<file path="src/rtl/postproc_pkg.sv">
// Shared types and helpers for the FFT postprocess chain.
// Tags ride alongside data through every pipelined postprocess block.
package postproc_pkg;

  localparam int IDX_W = 16;

  function automatic int pwr_w(input int w);
    return 2 * w;
  endfunction

  typedef struct packed {
    logic             vld;
    logic [IDX_W-1:0] idx;
    logic             first;
    logic             last;
    logic             in_win;
    logic             err;
  } tag_t;

  function automatic logic in_window(
    input logic [IDX_W-1:0] idx,
    input int               lo,
    input int               hi
  );
    return (int'(idx) >= lo) && (int'(idx) <= hi);
  endfunction

endpackage

</file>
<file path="src/rtl/mag_sq.sv">
// Two-stage registered |X|^2 = re^2 + im^2 with a pass-through tag.
// Stage 1 holds the squares, stage 2 holds their unsigned sum.
module mag_sq
  import postproc_pkg::*;
#(
  parameter int WIDTH = 16
) (
  input  logic                      clk,
  input  logic                      rstn,
  input  tag_t                      i_tag,
  input  logic signed [WIDTH-1:0]   i_re,
  input  logic signed [WIDTH-1:0]   i_im,
  output tag_t                      o_tag,
  output logic [pwr_w(WIDTH)-1:0]   o_pwr
);

  localparam int PW = pwr_w(WIDTH);

  logic signed [PW-1:0] re_x;
  logic signed [PW-1:0] im_x;
  logic signed [PW-1:0] sq_re_d;
  logic signed [PW-1:0] sq_re_q;
  logic signed [PW-1:0] sq_im_d;
  logic signed [PW-1:0] sq_im_q;
  logic [PW-1:0]        pwr_d;
  logic [PW-1:0]        pwr_q;
  tag_t                 t1_d;
  tag_t                 t1_q;
  tag_t                 t2_d;
  tag_t                 t2_q;

  always_comb begin
    re_x    = PW'(i_re);
    im_x    = PW'(i_im);
    sq_re_d = re_x * re_x;
    sq_im_d = im_x * im_x;
    t1_d    = i_tag;
    // Both squares are non-negative, so the sum cannot exceed 2^(PW-1).
    pwr_d   = $unsigned(sq_re_q) + $unsigned(sq_im_q);
    t2_d    = t1_q;
  end

  always_ff @(posedge clk) begin
    if (!rstn) begin
      sq_re_q <= '0;
      sq_im_q <= '0;
      pwr_q   <= '0;
      t1_q    <= '0;
      t2_q    <= '0;
    end else begin
      sq_re_q <= sq_re_d;
      sq_im_q <= sq_im_d;
      pwr_q   <= pwr_d;
      t1_q    <= t1_d;
      t2_q    <= t2_d;
    end
  end

  assign o_tag = t2_q;
  assign o_pwr = pwr_q;

endmodule

</file>
<file path="src/rtl/frame_peak.sv">
// Per-frame peak power search over a bin window of an FFT stream.
// Emits one (power, index, err) result three cycles after frame end.
module frame_peak
  import postproc_pkg::*;
#(
  parameter int WIDTH    = 16,
  parameter int NFFT_LOG = 10,
  parameter int BIN_MIN  = 1,
  parameter int BIN_MAX  = 511
) (
  input  logic                      clk,
  input  logic                      rstn,
  input  logic                      i_vld,
  input  logic signed [WIDTH-1:0]   i_re,
  input  logic signed [WIDTH-1:0]   i_im,
  input  logic                      i_last,
  output logic                      o_vld,
  output logic [2*WIDTH-1:0]        o_power,
  output logic [NFFT_LOG-1:0]       o_index,
  output logic                      o_err
);

  localparam int PW = pwr_w(WIDTH);
  localparam logic [NFFT_LOG-1:0] LAST_BIN = '1;
  localparam logic [NFFT_LOG-1:0] MIN_IDX  = NFFT_LOG'(BIN_MIN);

  logic [NFFT_LOG-1:0] cnt_d;
  logic [NFFT_LOG-1:0] cnt_q;
  logic                end_hit;
  logic                fe;
  tag_t                in_tag;

  tag_t                s2_tag;
  logic [PW-1:0]       s2_pwr;

  logic                s3_vld_d;
  logic                s3_vld_q;
  logic                s3_last_d;
  logic                s3_last_q;
  logic                s3_err_d;
  logic                s3_err_q;

  logic                base_ok;
  logic [PW-1:0]       best_pwr_d;
  logic [PW-1:0]       best_pwr_q;
  logic [NFFT_LOG-1:0] best_idx_d;
  logic [NFFT_LOG-1:0] best_idx_q;
  logic                best_ok_d;
  logic                best_ok_q;

  logic                o_vld_d;
  logic                o_vld_q;
  logic [PW-1:0]       o_power_d;
  logic [PW-1:0]       o_power_q;
  logic [NFFT_LOG-1:0] o_index_d;
  logic [NFFT_LOG-1:0] o_index_q;
  logic                o_err_d;
  logic                o_err_q;

  always_comb begin
    end_hit = (cnt_q == LAST_BIN);
    fe      = i_last | end_hit;
    in_tag  = '0;
    cnt_d   = cnt_q;
    if (i_vld) begin
      in_tag.vld    = 1'b1;
      in_tag.idx    = IDX_W'(cnt_q);
      in_tag.first  = (cnt_q == '0);
      in_tag.last   = fe;
      in_tag.in_win = in_window(IDX_W'(cnt_q), BIN_MIN, BIN_MAX);
      in_tag.err    = i_last ^ end_hit;
      cnt_d         = fe ? '0 : cnt_q + NFFT_LOG'(1);
    end
  end

  mag_sq #(
    .WIDTH (WIDTH)
  ) u_mag_sq (
    .clk   (clk),
    .rstn  (rstn),
    .i_tag (in_tag),
    .i_re  (i_re),
    .i_im  (i_im),
    .o_tag (s2_tag),
    .o_pwr (s2_pwr)
  );

  always_comb begin
    best_pwr_d = best_pwr_q;
    best_idx_d = best_idx_q;
    best_ok_d  = best_ok_q;
    // First-of-frame forgets the previous frame before comparing.
    base_ok    = best_ok_q & ~s2_tag.first;
    s3_vld_d   = s2_tag.vld;
    s3_last_d  = s2_tag.last;
    s3_err_d   = s2_tag.err;
    if (s2_tag.vld) begin
      best_ok_d = base_ok;
      if (s2_tag.in_win && (!base_ok || (s2_pwr > best_pwr_q))) begin
        best_pwr_d = s2_pwr;
        best_idx_d = s2_tag.idx[NFFT_LOG-1:0];
        best_ok_d  = 1'b1;
      end
    end
  end

  always_comb begin
    o_vld_d   = s3_vld_q & s3_last_q;
    o_power_d = o_power_q;
    o_index_d = o_index_q;
    o_err_d   = o_err_q;
    if (o_vld_d) begin
      o_power_d = best_ok_q ? best_pwr_q : '0;
      o_index_d = best_ok_q ? best_idx_q : MIN_IDX;
      o_err_d   = s3_err_q | ~best_ok_q;
    end
  end

  always_ff @(posedge clk) begin
    if (!rstn) begin
      cnt_q      <= '0;
      s3_vld_q   <= 1'b0;
      s3_last_q  <= 1'b0;
      s3_err_q   <= 1'b0;
      best_pwr_q <= '0;
      best_idx_q <= '0;
      best_ok_q  <= 1'b0;
      o_vld_q    <= 1'b0;
      o_power_q  <= '0;
      o_index_q  <= '0;
      o_err_q    <= 1'b0;
    end else begin
      cnt_q      <= cnt_d;
      s3_vld_q   <= s3_vld_d;
      s3_last_q  <= s3_last_d;
      s3_err_q   <= s3_err_d;
      best_pwr_q <= best_pwr_d;
      best_idx_q <= best_idx_d;
      best_ok_q  <= best_ok_d;
      o_vld_q    <= o_vld_d;
      o_power_q  <= o_power_d;
      o_index_q  <= o_index_d;
      o_err_q    <= o_err_d;
    end
  end

  assign o_vld   = o_vld_q;
  assign o_power = o_power_q;
  assign o_index = o_index_q;
  assign o_err   = o_err_q;

endmodule

</file>
<file path="config.mk">
export PLATFORM = sky130hd
export DESIGN_NAME = frame_peak
export DESIGN_NICKNAME = d
export VERILOG_FILES = /design/src/rtl/postproc_pkg.sv /design/src/rtl/mag_sq.sv /design/src/rtl/frame_peak.sv
export SDC_FILE = /design/constraint.sdc
export NUM_CORES = 2
export LEC_CHECK = 0
export ABC_AREA = 1
export CORE_ASPECT_RATIO = 0.75
export CORE_MARGIN = 1
export CORE_UTILIZATION = 55
export CTS_CLUSTER_DIAMETER = 40
export DETAILED_ROUTE_END_ITERATION = 16
export PLACE_DENSITY = 0.72
export SLEW_MARGIN = 0
export SYNTH_ARGS = -nofsm -noshare
export SYNTH_HDL_FRONTEND = slang
export SYNTH_SLANG_ARGS = --single-unit
</file>
<file path="constraint.sdc">
create_clock -name clk -period 17.7 [get_ports clk]
set_clock_uncertainty 0.15 [all_clocks]
set_input_delay 3.54 -clock clk [delete_from_list [all_inputs] [get_ports clk]]
set_output_delay 3.54 -clock clk [all_outputs]
set_load 0.02 [all_outputs]
</file>
==> results_dict.tcl <==
set metrics [dict create \
    cts_buffer_depth 3 \
    area_delta_synth_final_pct 7.16 \
    worst_pin_slew_ps 1080 \
    top_usage_layer "met1" \
    critical_path_class "in -> reg" \
    firstDrtPassIters 6 \
    rr_endpoint "best_pwr_q[22]" \
    ys_warn_count 0 \
    syn_area_per_cell_um2 7.96 \
    cts_tree "built" \
    die_y_um 197 \
    path_common_cell "fa_1" \
    viasPerCell 5.09 \
    route.detailed.drc 0 \
    grt_use_met2 0.369 \
    syn_area_um2 28000 \
    numPortBuffers 79 \
    gr-total-overflow 0 \
    fillCellCount 4565 \
    use_met1 0.389 \
    antenna_found_initial 0 \
    numCtsBuffers 25 \
    fp-row-count 71 \
    wl_per_cell_um 14.7 \
    rrSetupSlack_ps 14990 \
    crit_end "u_mag_sq.sq_re_q[25]" \
    max_cap_violations 0 \
    hold_path.class "reg -> reg" \
    cpPeakStageDelay_ps 1100 \
    drive_gt1_frac 0.0215 \
    status "completed" \
    ff2ff_path_depth 14 \
    seqCellArea_um2 4480 \
    vias 21322 \
    rsz0062_at_grt "no" \
    cts_hold_buffers 0 \
    cts.clk_slew.worst_paths_ps 60 \
    clock.fmax_ghz 0.102 \
    synth_cells 3512 \
    slew_headroom 0.279 \
    diodes 0 \
    grt_max_degree 108 \
    grt_pass1_wl_um 105000 \
    ys_seq_area_frac 0.160 \
    dieWidth_um 262 \
    h-tree-depth 1 \
    synth_cell_types 49 \
    cts-root-buf "clkbuf_16" \
    cp_data_required_time_ps 17980 \
    path_cells "clkdlybuf4s50_1, clkinv_1, nor2_1, fa_1, fa_1, inv_1, fa_1, inv_1, fa_1, fa_1, inv_1, fa_1, inv_1, ha_1, nand2_1, inv_1, nand2_1, nor3_1, nand4_1, nand3_1, a21o_1, nand2_1, nand2_1, nor2_1" \
    layout_commonest_cell "inv_1" \
    place.gp.congestion 0.951 \
    cts.sinks 224 \
    core_area_um2 50200 \
    maxSlewViolCount 0 \
    drt_iter0_markers 1731 \
    finalNetCount 4263 \
    ios 80 \
    dp_hpwl_um 50900 \
    critPathLaunchType "primary input" \
    period_share 0.553 \
    syn_nets 4261 \
    multi_input_area_um2 19500 \
    mostFrequentLayoutCells "inv_1, nand2_1, fa_1, ha_1, nor2_1" \
    use_met3 0.0403 \
    hold_viol 0 \
    final_cells 4186 \
    period_minus_slack_ps 9790 \
    critPathSlowestCell "clkdlybuf4s50_1" \
    grt_pass1_vias 20873 \
    finalSetupTns_ps 0 \
    dpl.cell_count 4144 \
    crit_path_start "i_re[15]" \
    setup_violations 0 \
    synth-seq-cells 224 \
    routed_wl_um 61600 \
    endpoint_kind "flop" \
    cts_setup_buffers 0 \
    die_area_um2 51800 \
    cp_max_fo 22 \
    grt_use_total 0.248 \
    arrival_ps 10070 \
    clk_latency_ps 550 \
    drtAntennaViolNets 0 \
    cts_resized 0 \
    initial_core_util 0.557 \
    r2r-start "best_pwr_q[31]" \
]
## synth_stat cells (all sizes together)
cell type  instances  share of area
inv              928           0.12
nand2            588          0.079
fa               467           0.33
ha               246           0.11
nor2             238          0.032
a21oi            228          0.041
dfxtp            224           0.16
nand3            151          0.027
o21ai            145          0.026
clkbuf            98          0.013
nor3              26         0.0052
xnor2             22         0.0069
xor2              22         0.0069
a21o              19         0.0051
buf               17         0.0039
nand4             17         0.0038
o21a              15         0.0040
o21bai            12         0.0032
a21boi             6         0.0017
or2                6         0.0013
a31o               5         0.0016
a31oi              5         0.0011
nor4               5         0.0013
o211ai             5         0.0013
clkinv             2        0.00027
nand3b             2        0.00054
nor3b              2        0.00072
o311ai             2        0.00063
o31ai              2        0.00072
a211o              1        0.00031
a211oi             1        0.00027
a41oi              1        0.00031
nor2b              1        0.00022
o211a              1        0.00036
o221ai             1        0.00031
o41ai              1        0.00031
## per-layer routing
layer / part of all wire / up-vias
li1: - / 10549
met1: 0.51 / 10148
met2: 0.42 / 578
met3: 0.069 / 47
met4: 0.0085 / 0
met5: 0 / -
## registers in the layout, summed over array words and instances (netlist names)
name              cells
best_idx_q           10
best_ok_q             1
best_pwr_q           32
cnt_q                10
o_err                 1
o_index              10
o_power              32
o_vld                 1
s3_err_q              1
s3_last_q             1
s3_vld_q              1
u_mag_sq.o_pwr       32
u_mag_sq.o_tag       15
u_mag_sq.sq_im_q     31
u_mag_sq.sq_re_q     31
u_mag_sq.t1_q        15
## area by class of cell
type                       count  area share
clock inverter                 9     0.00267
timing repair buffer          90      0.0291
clock buffer                  33      0.0235
sequential                   224       0.150
multi-input combinational   2243       0.651
inverter                     930       0.116
tap                          657      0.0274
## kinds of logic (layout without fill, tap and decap cells)
logic type | Yosys count | after routing | synth area share
adder cells (fa/ha/maj) | 713 | 713 | 0.444
AND/OR/NAND/NOR | 1036 | 1036 | 0.151
flip-flops | 224 | 224 | 0.160
buffers and inverters | 1045 | 1062 | 0.142
AO/OA/AOI/OAI | 450 | 450 | 0.0882
XOR/XNOR | 44 | 44 | 0.0138
## how the worst min path moves through the flow
stage                            startpoint            endpoint  slack [ps]  cells after the start
after floorplan           u_mag_sq.o_tag[0]            s3_err_q         240                      2
after global placement     u_mag_sq.t1_q[8]   u_mag_sq.o_tag[8]         240                      2
after detailed placement  u_mag_sq.t1_q[11]  u_mag_sq.o_tag[11]         250                      2
after CTS                  u_mag_sq.t1_q[4]   u_mag_sq.o_tag[4]         260                      2
after global routing       u_mag_sq.t1_q[1]   u_mag_sq.o_tag[1]         260                      2
final                      u_mag_sq.t1_q[4]   u_mag_sq.o_tag[4]         260                      2
## through the flow
stage          hold slack (ps)   util  setup slack, ps  area [um^2]
6_report                   259  0.597             7910        30000
5_1_grt                    263  0.597             7440        30000
4_1_cts                    258  0.597             8010        30000
3_5_place_dp               247  0.581             7470        29200
3_3_place_gp               243  0.581             7490        29200
2_1_floorplan              240      -             8680        28000
## critical path: cells and delay by family
kind | cells | cell delay (ps)
AO/OA/AOI/OAI | 1 | 160
adder cells (fa/ha/maj) | 7 | 3180
AND/OR/NAND/NOR | 9 | 1220
buffers and inverters | 7 | 1950
Power is left out: the tool's default activity adds up to more than one toggle a clock period on the data nets, which glitch-free logic cannot reach.
